===== src/rtl/debounce_channel.sv =====
// One debounced channel: optional synchroniser chain, stability counter,
// registered level and single-cycle rise/fall pulses.
module debounce_channel #(
  parameter int   SYNC_STAGES = 2,
  parameter int   MAX_COUNT   = 16,
  parameter logic RESET_BIT   = 1'b0
) (
  input  logic clock,
  input  logic rst_i,
  input  logic in_i,
  output logic out_o,
  output logic rise_o,
  output logic fall_o,
  output logic edge_next_o
);

  localparam int COUNTER_BITS = $clog2(MAX_COUNT);
  localparam logic [COUNTER_BITS-1:0] CntLast = COUNTER_BITS'(MAX_COUNT - 1);

  if (MAX_COUNT < 2) begin : g_bad_count
    $error("debounce_channel: MAX_COUNT must be at least 2");
  end

  logic sync_s;

  if (SYNC_STAGES > 0) begin : g_sync
    logic [SYNC_STAGES-1:0] sync_q;

    // Synchroniser flops reset to the output level so release causes no edge.
    always_ff @(posedge clock) begin
      if (rst_i) begin
        sync_q <= {SYNC_STAGES{RESET_BIT}};
      end else begin
        sync_q[0] <= in_i;
        for (int k = 1; k < SYNC_STAGES; k++) begin
          sync_q[k] <= sync_q[k-1];
        end
      end
    end

    assign sync_s = sync_q[SYNC_STAGES-1];
  end else begin : g_bypass
    assign sync_s = in_i;
  end

  logic [COUNTER_BITS-1:0] cnt_q, cnt_d;
  logic                    out_q, out_d;
  logic                    rise_q, rise_d;
  logic                    fall_q, fall_d;

  always_comb begin
    cnt_d  = cnt_q;
    out_d  = out_q;
    rise_d = 1'b0;
    fall_d = 1'b0;
    if (sync_s == out_q) begin
      cnt_d = '0;
    end else if (cnt_q == CntLast) begin
      out_d  = sync_s;
      cnt_d  = '0;
      rise_d = sync_s;
      fall_d = ~sync_s;
    end else begin
      cnt_d = cnt_q + 1'b1;
    end
  end

  always_ff @(posedge clock) begin
    if (rst_i) begin
      cnt_q  <= '0;
      out_q  <= RESET_BIT;
      rise_q <= 1'b0;
      fall_q <= 1'b0;
    end else begin
      cnt_q  <= cnt_d;
      out_q  <= out_d;
      rise_q <= rise_d;
      fall_q <= fall_d;
    end
  end

  assign out_o       = out_q;
  assign rise_o      = rise_q;
  assign fall_o      = fall_q;
  // Lets the top register the aggregate flag in the same cycle as the pulses.
  assign edge_next_o = rise_d | fall_d;

endmodule


===== src/rtl/debounce_multi.sv =====
// Multi-channel debouncer: NUM_CH independent channels plus a registered
// any-edge flag that coincides with the per-channel pulses.
module debounce_multi #(
  parameter int                NUM_CH      = 4,
  parameter int                MAX_COUNT   = 16,
  parameter int                SYNC_STAGES = 2,
  parameter logic [NUM_CH-1:0] RESET_VAL   = '0
) (
  input  logic              clock,
  input  logic              i_rst,
  input  logic [NUM_CH-1:0] i_in,
  output logic [NUM_CH-1:0] o_out,
  output logic [NUM_CH-1:0] o_rise,
  output logic [NUM_CH-1:0] o_fall,
  output logic              o_any_edge
);

  if (NUM_CH < 1) begin : g_bad_ch
    $error("debounce_multi: NUM_CH must be at least 1");
  end
  if (MAX_COUNT < 2) begin : g_bad_count
    $error("debounce_multi: MAX_COUNT must be at least 2");
  end

  logic [NUM_CH-1:0] edge_next_s;

  for (genvar n = 0; n < NUM_CH; n++) begin : g_ch
    debounce_channel #(
      .SYNC_STAGES (SYNC_STAGES),
      .MAX_COUNT   (MAX_COUNT),
      .RESET_BIT   (RESET_VAL[n])
    ) u_channel (
      .clock       (clock),
      .rst_i       (i_rst),
      .in_i        (i_in[n]),
      .out_o       (o_out[n]),
      .rise_o      (o_rise[n]),
      .fall_o      (o_fall[n]),
      .edge_next_o (edge_next_s[n])
    );
  end

  logic any_edge_q;

  always_ff @(posedge clock) begin
    if (i_rst) begin
      any_edge_q <= 1'b0;
    end else begin
      any_edge_q <= |edge_next_s;
    end
  end

  assign o_any_edge = any_edge_q;

endmodule


===== config.mk =====
export PLATFORM = sky130hd
export DESIGN_NAME = debounce_multi
export DESIGN_NICKNAME = d
export VERILOG_FILES = /design/src/rtl/debounce_channel.sv /design/src/rtl/debounce_multi.sv
export SDC_FILE = /design/constraint.sdc
export NUM_CORES = 1
export LEC_CHECK = 0
export BUFFER_PORTS_ARGS = -buffer_cell sky130_fd_sc_hd__buf_2
export CORE_MARGIN = 2
export CORE_UTILIZATION = 25
export DETAILED_ROUTE_END_ITERATION = 10
export GPL_TIMING_DRIVEN = 0
export PLACE_DENSITY_LB_ADDON = 0.1
export SLEW_MARGIN = 5
export SYNTH_ARGS = -nofsm -noshare
export SYNTH_HDL_FRONTEND = slang
export SYNTH_SLANG_ARGS = --single-unit
export TNS_END_PERCENT = 20

===== constraint.sdc =====
create_clock -name clock -period 1.8 [get_ports clock]
set_clock_uncertainty 0.2 [all_clocks]
set_input_delay 0.27 -clock clock [delete_from_list [all_inputs] [get_ports clock]]
set_output_delay 0.27 -clock clock [all_outputs]
set_load 0.02 [all_outputs]

-- Yosys cells after proc, flatten, opt, wreduce, memory -nomap -nowiden
Index checks and enable logic that the tools add are counted.
- add/subtract/negate cells: 4
- equal/unequal tests: 8
- muxes and demuxes: 16
- bitwise gates (word level): 12
- reduce and logical (&&, ||, !) cells: 9
- operators by type and width (cell ; number):
    $add 4x1->4 const B ; 4
    $eq 4x4->1 const B ; 4
    $mux 1 ; 16
    $reduce_or 3->1 ; 4
    $not 1->1 ; 8
    $reduce_and 2->1 ; 4
    $eq 1x1->1 ; 4
    $or 1x1->1 ; 4
    $reduce_or 4->1 ; 1
- bits in registers: 37
- bits of input ports: 6

-- Logic depth before layout (Yosys ltp)
- depth in word-level cells: 5
- gate-level depth with buffers: 4
- mapped depth without buffers: 4

-- Hierarchy
Synthesis repeated with hierarchy kept, for this count alone.
- cell total of the unflattened synthesis: 111
- area, all modules: 1341.3 sq um
- modules (own cells, without submodules) (module ; instances ; cells an instance ; area an instance (sq um)):
    debounce_channel ; 4 ; 27 ; 327.8
    debounce_multi ; 1 ; 3 ; 30.0

-- Least setup slack after synthesis
No wires, ideal clock.
- path kind: register to register
- from: register g_ch[0].u_channel.cnt_q[0]
- to: register g_ch[0].u_channel.cnt_q[2]
- library setup time: 0.064 ns
- data arrival time: 1.161 ns
- required time: 1.536 ns
- slack: 0.374 ns
- stages on the path, launching flop included: 5
- clock period less this slack: 1.426 ns
- path through: dfxtp_1 ha_1 nand3_1 or3b_1 nor2_1
- longest elaborated chain between the ends: 2
- RTL lines (element ; RTL line ; source):
    from (decl) ; debounce_channel.sv:46 ; logic [COUNTER_BITS-1:0] cnt_q, cnt_d;
    from (signal assigned) ; debounce_channel.sv:75 ; cnt_q <= cnt_d;
    parallel branches: the longest is 2 deep, another holds $add 4x1->4 ; n/a ;
Parallel ways; which one is timed is not known.
A chain may end at the register's enable or synchronous reset.

-- Final worst setup path
- from: register g_ch[2].u_channel.cnt_q[0]
- to: register g_ch[2].u_channel.cnt_q[3]
- longest elaborated chain between the ends: 2
- RTL lines (element ; RTL line):
    from (decl) ; debounce_channel.sv:46
    from (signal assigned) ; debounce_channel.sv:75
    parallel branches: the longest is 2 deep, another holds $add 4x1->4 ; n/a
Parallel ways; which one is timed is not known.

==> impl_metrics.ini <==
[timing]
slew_headroom_pct = 67.1
max_freq_mhz = 638
post-route-period-util_pct = 87.1
grt_setup_unrepaired = no
period_needed_ps = 1570
fin_setup_tns_ps = 0
worst_slew_pin_slew_ps = 493
drv_slew = 0
finalSetupViolations = 0
whs_ps = 27.4
hold_violations = 0

[detailed_routing]
met2_length_um = 1080
drt_wl_total_um = 2320
top_layer = met4
routedWlPerCell_um = 10.4
post-route-drc-count = 0
final_antenna_net_count = 0
drtIter0Drc = 21
dr.pass1.iters = 3
via_count = 907
wl_met1_um = 1090
via_per_inst = 4.05
dr_wl_met3_um = 114

[worst_setup_path]
worstPathArrival_ps = 1580
crit_chain = ha_1 -> nand3_1 -> or3b_1 -> nor2_1
worstSetupEndpointType = flop
critPathKind = flop to flop
worstPathMaxFanout = 5
critPathBufInv = 0
crit_family = simple AND/OR/NAND/NOR gates
critPathMaxStageDelay_ps = 430
start_kind = flop
required_ps = 1810
crit_path_top_delay_cell = or3b_1

[grt]
globalRouteOverflowTotal = 0
grt_pass1_vias = 925
track_usage_pct = 8.61
grt_pass1_wl_um = 4100
grt_max_degree = 12
antenna_found_initial = 0

[synthesis]
synth.distinct_cells = 19
async_flop_share_pct = 0
synth-edff-count = 0
synthesis.area_sq_mm = 0.00135
avgSynthCellArea_sq_um = 10.8
synth_nets = 135
synth_flop_cell = dfxtp_1
ys.warnings.count = 0
ys_seq_area_share_pct = 54.7
syn_inst = 125
synth_seq_cells = 37

[clocking]
post_cts_buffers = 0
clock_sinks = 37
cts_htree_levels = 2
cts_buffer_depth = 2
cts_tree = built
cts_hold_buf = 3
clk_latency_ps = 280
path_clk_slew_ps = 60
postCtsResizedCells = 0
cts_buffers = 5
root_buffer = clkbuf_8

[cells_and_area]
syn_to_final_growth_pct = 22.8
nets = 163
fin_cells = 224
final_cell_area_sq_mm = 0.00166
diodes = 0
drive_gt1_share_pct = 26.0

[outcome]
status = finished clean

[floorplan]
pin_count = 19
coreArea_sq_mm = 0.00517
fp.dieArea_sq_mm = 0.00602
rows = 26
die_h_um = 77.6
start_util_pct = 26.2
die_w_um = 77.6

[hold_path]
min_path_type = input pin to flop

[placement]
port_buffers = 18
dp_hpwl_um = 1690
gp_congestion = 0.703
dpl_cell_area_sq_mm = 0.00153
placed_cells = 213

[run]
maxCapViolCount = 0

[power]
powerDensity_mw_per_mm2 = 904
p_leak_nw = 0.714
ir_worst_vdd_mv = 0.303
==> worst paths after layout <==
check	from	cells after the start	endpoint	slack [ps]
max	g_ch[2].u_channel.cnt_q[0]	4	g_ch[2].u_channel.cnt_q[3]	230
min	i_in[0]	2	g_ch[0].u_channel.g_sync.sync_q[0]	30
min reg2reg	g_ch[0].u_channel.g_sync.sync_q[0]	1	g_ch[0].u_channel.g_sync.sync_q[1]	230
max reg2reg	g_ch[2].u_channel.cnt_q[0]	4	g_ch[2].u_channel.cnt_q[3]	230
==> per-layer routing <==
metal	GRT usage, %	vias to the layer above
li1	-	466
met1	10.0	421
met2	14.1	18
met3	2.56	2
met4	4.82	0
met5	0	-
==> area by class of cell <==
cell class / instances / area [sq um]
fillers: 550 / 3510
flip-flops and latches: 37 / 741
multi-input cells: 71 / 503
repair buffers: 21 / 120
plain buffers: 15 / 103
clock buffers: 7 / 96.3
well taps: 70 / 87.6
inverters: 2 / 7.51
clock inverters: 1 / 5.00
==> flip-flops by register name, indices dropped and copies added, names as in the netlist <==
name,flops
g_ch.u_channel.cnt_q,16
g_ch.u_channel.fall_o,4
g_ch.u_channel.g_sync.sync_q,8
g_ch.u_channel.out_o,4
g_ch.u_channel.rise_o,4
o_any_edge,1
==> through the flow <==
step	utilization (%)	total power [W]	setup slack, ps
2_1_floorplan	-	0.000877	374
3_3_place_gp	29.6	0.000891	256
3_5_place_dp	29.6	0.000893	223
4_1_cts	32.1	0.00152	203
5_1_grt	32.1	0.00155	135
6_report	32.1	0.00150	231
==> cell usage in the layout (no fill, tap or decap), drive strengths merged <==
cell type	Yosys	final
dfxtp	37	37
buf	15	33
nor2	13	13
xnor2	10	10
nor4b	10	10
nand3	8	8
nor2b	8	8
clkbuf	0	7
and3	4	4
mux2i	4	4
ha	4	4
nor3	3	3
dlygate4sd3	0	3
or3b	2	2
xor2	2	2
inv	2	2
o22a	2	2
a21oi	1	1
clkinv	0	1
==> report_power, final <==
part / leakage (nW) / switching [W] / internal, W
Combinational: 0.360 / 0.0000213 / 0.0000198
Clock: 0.0542 / 0.000279 / 0.000346
Sequential: 0.300 / 0.00000688 / 0.000829
==> synth_stat cells, drive strengths merged, types with 3 or more instances <==
cell type	count	area [sq um]
nor2b	8	50.1
dfxtp	37	741
and3	4	25.0
nand3	8	40.0
buf	15	103
mux2i	4	40.0
nor2	13	48.8
nor3	3	15.0
nor4b	10	87.6
xnor2	10	87.6
ha	4	50.1
==> cells by family (layout without fill, tap and decap cells) <==
logic type	Yosys count	in the layout	share of synthesized area, %
muxes	4	4	2.96
xor gates and xnor gates	12	12	7.76
adders and majority gates	4	4	3.70
buffers and inverters	17	46	8.13
DFF	37	37	54.7
and+or+nand+nor	48	48	21.0
AOI/OAI and AO/OA	3	3	1.76
Power figures use the tool's default switching activity.
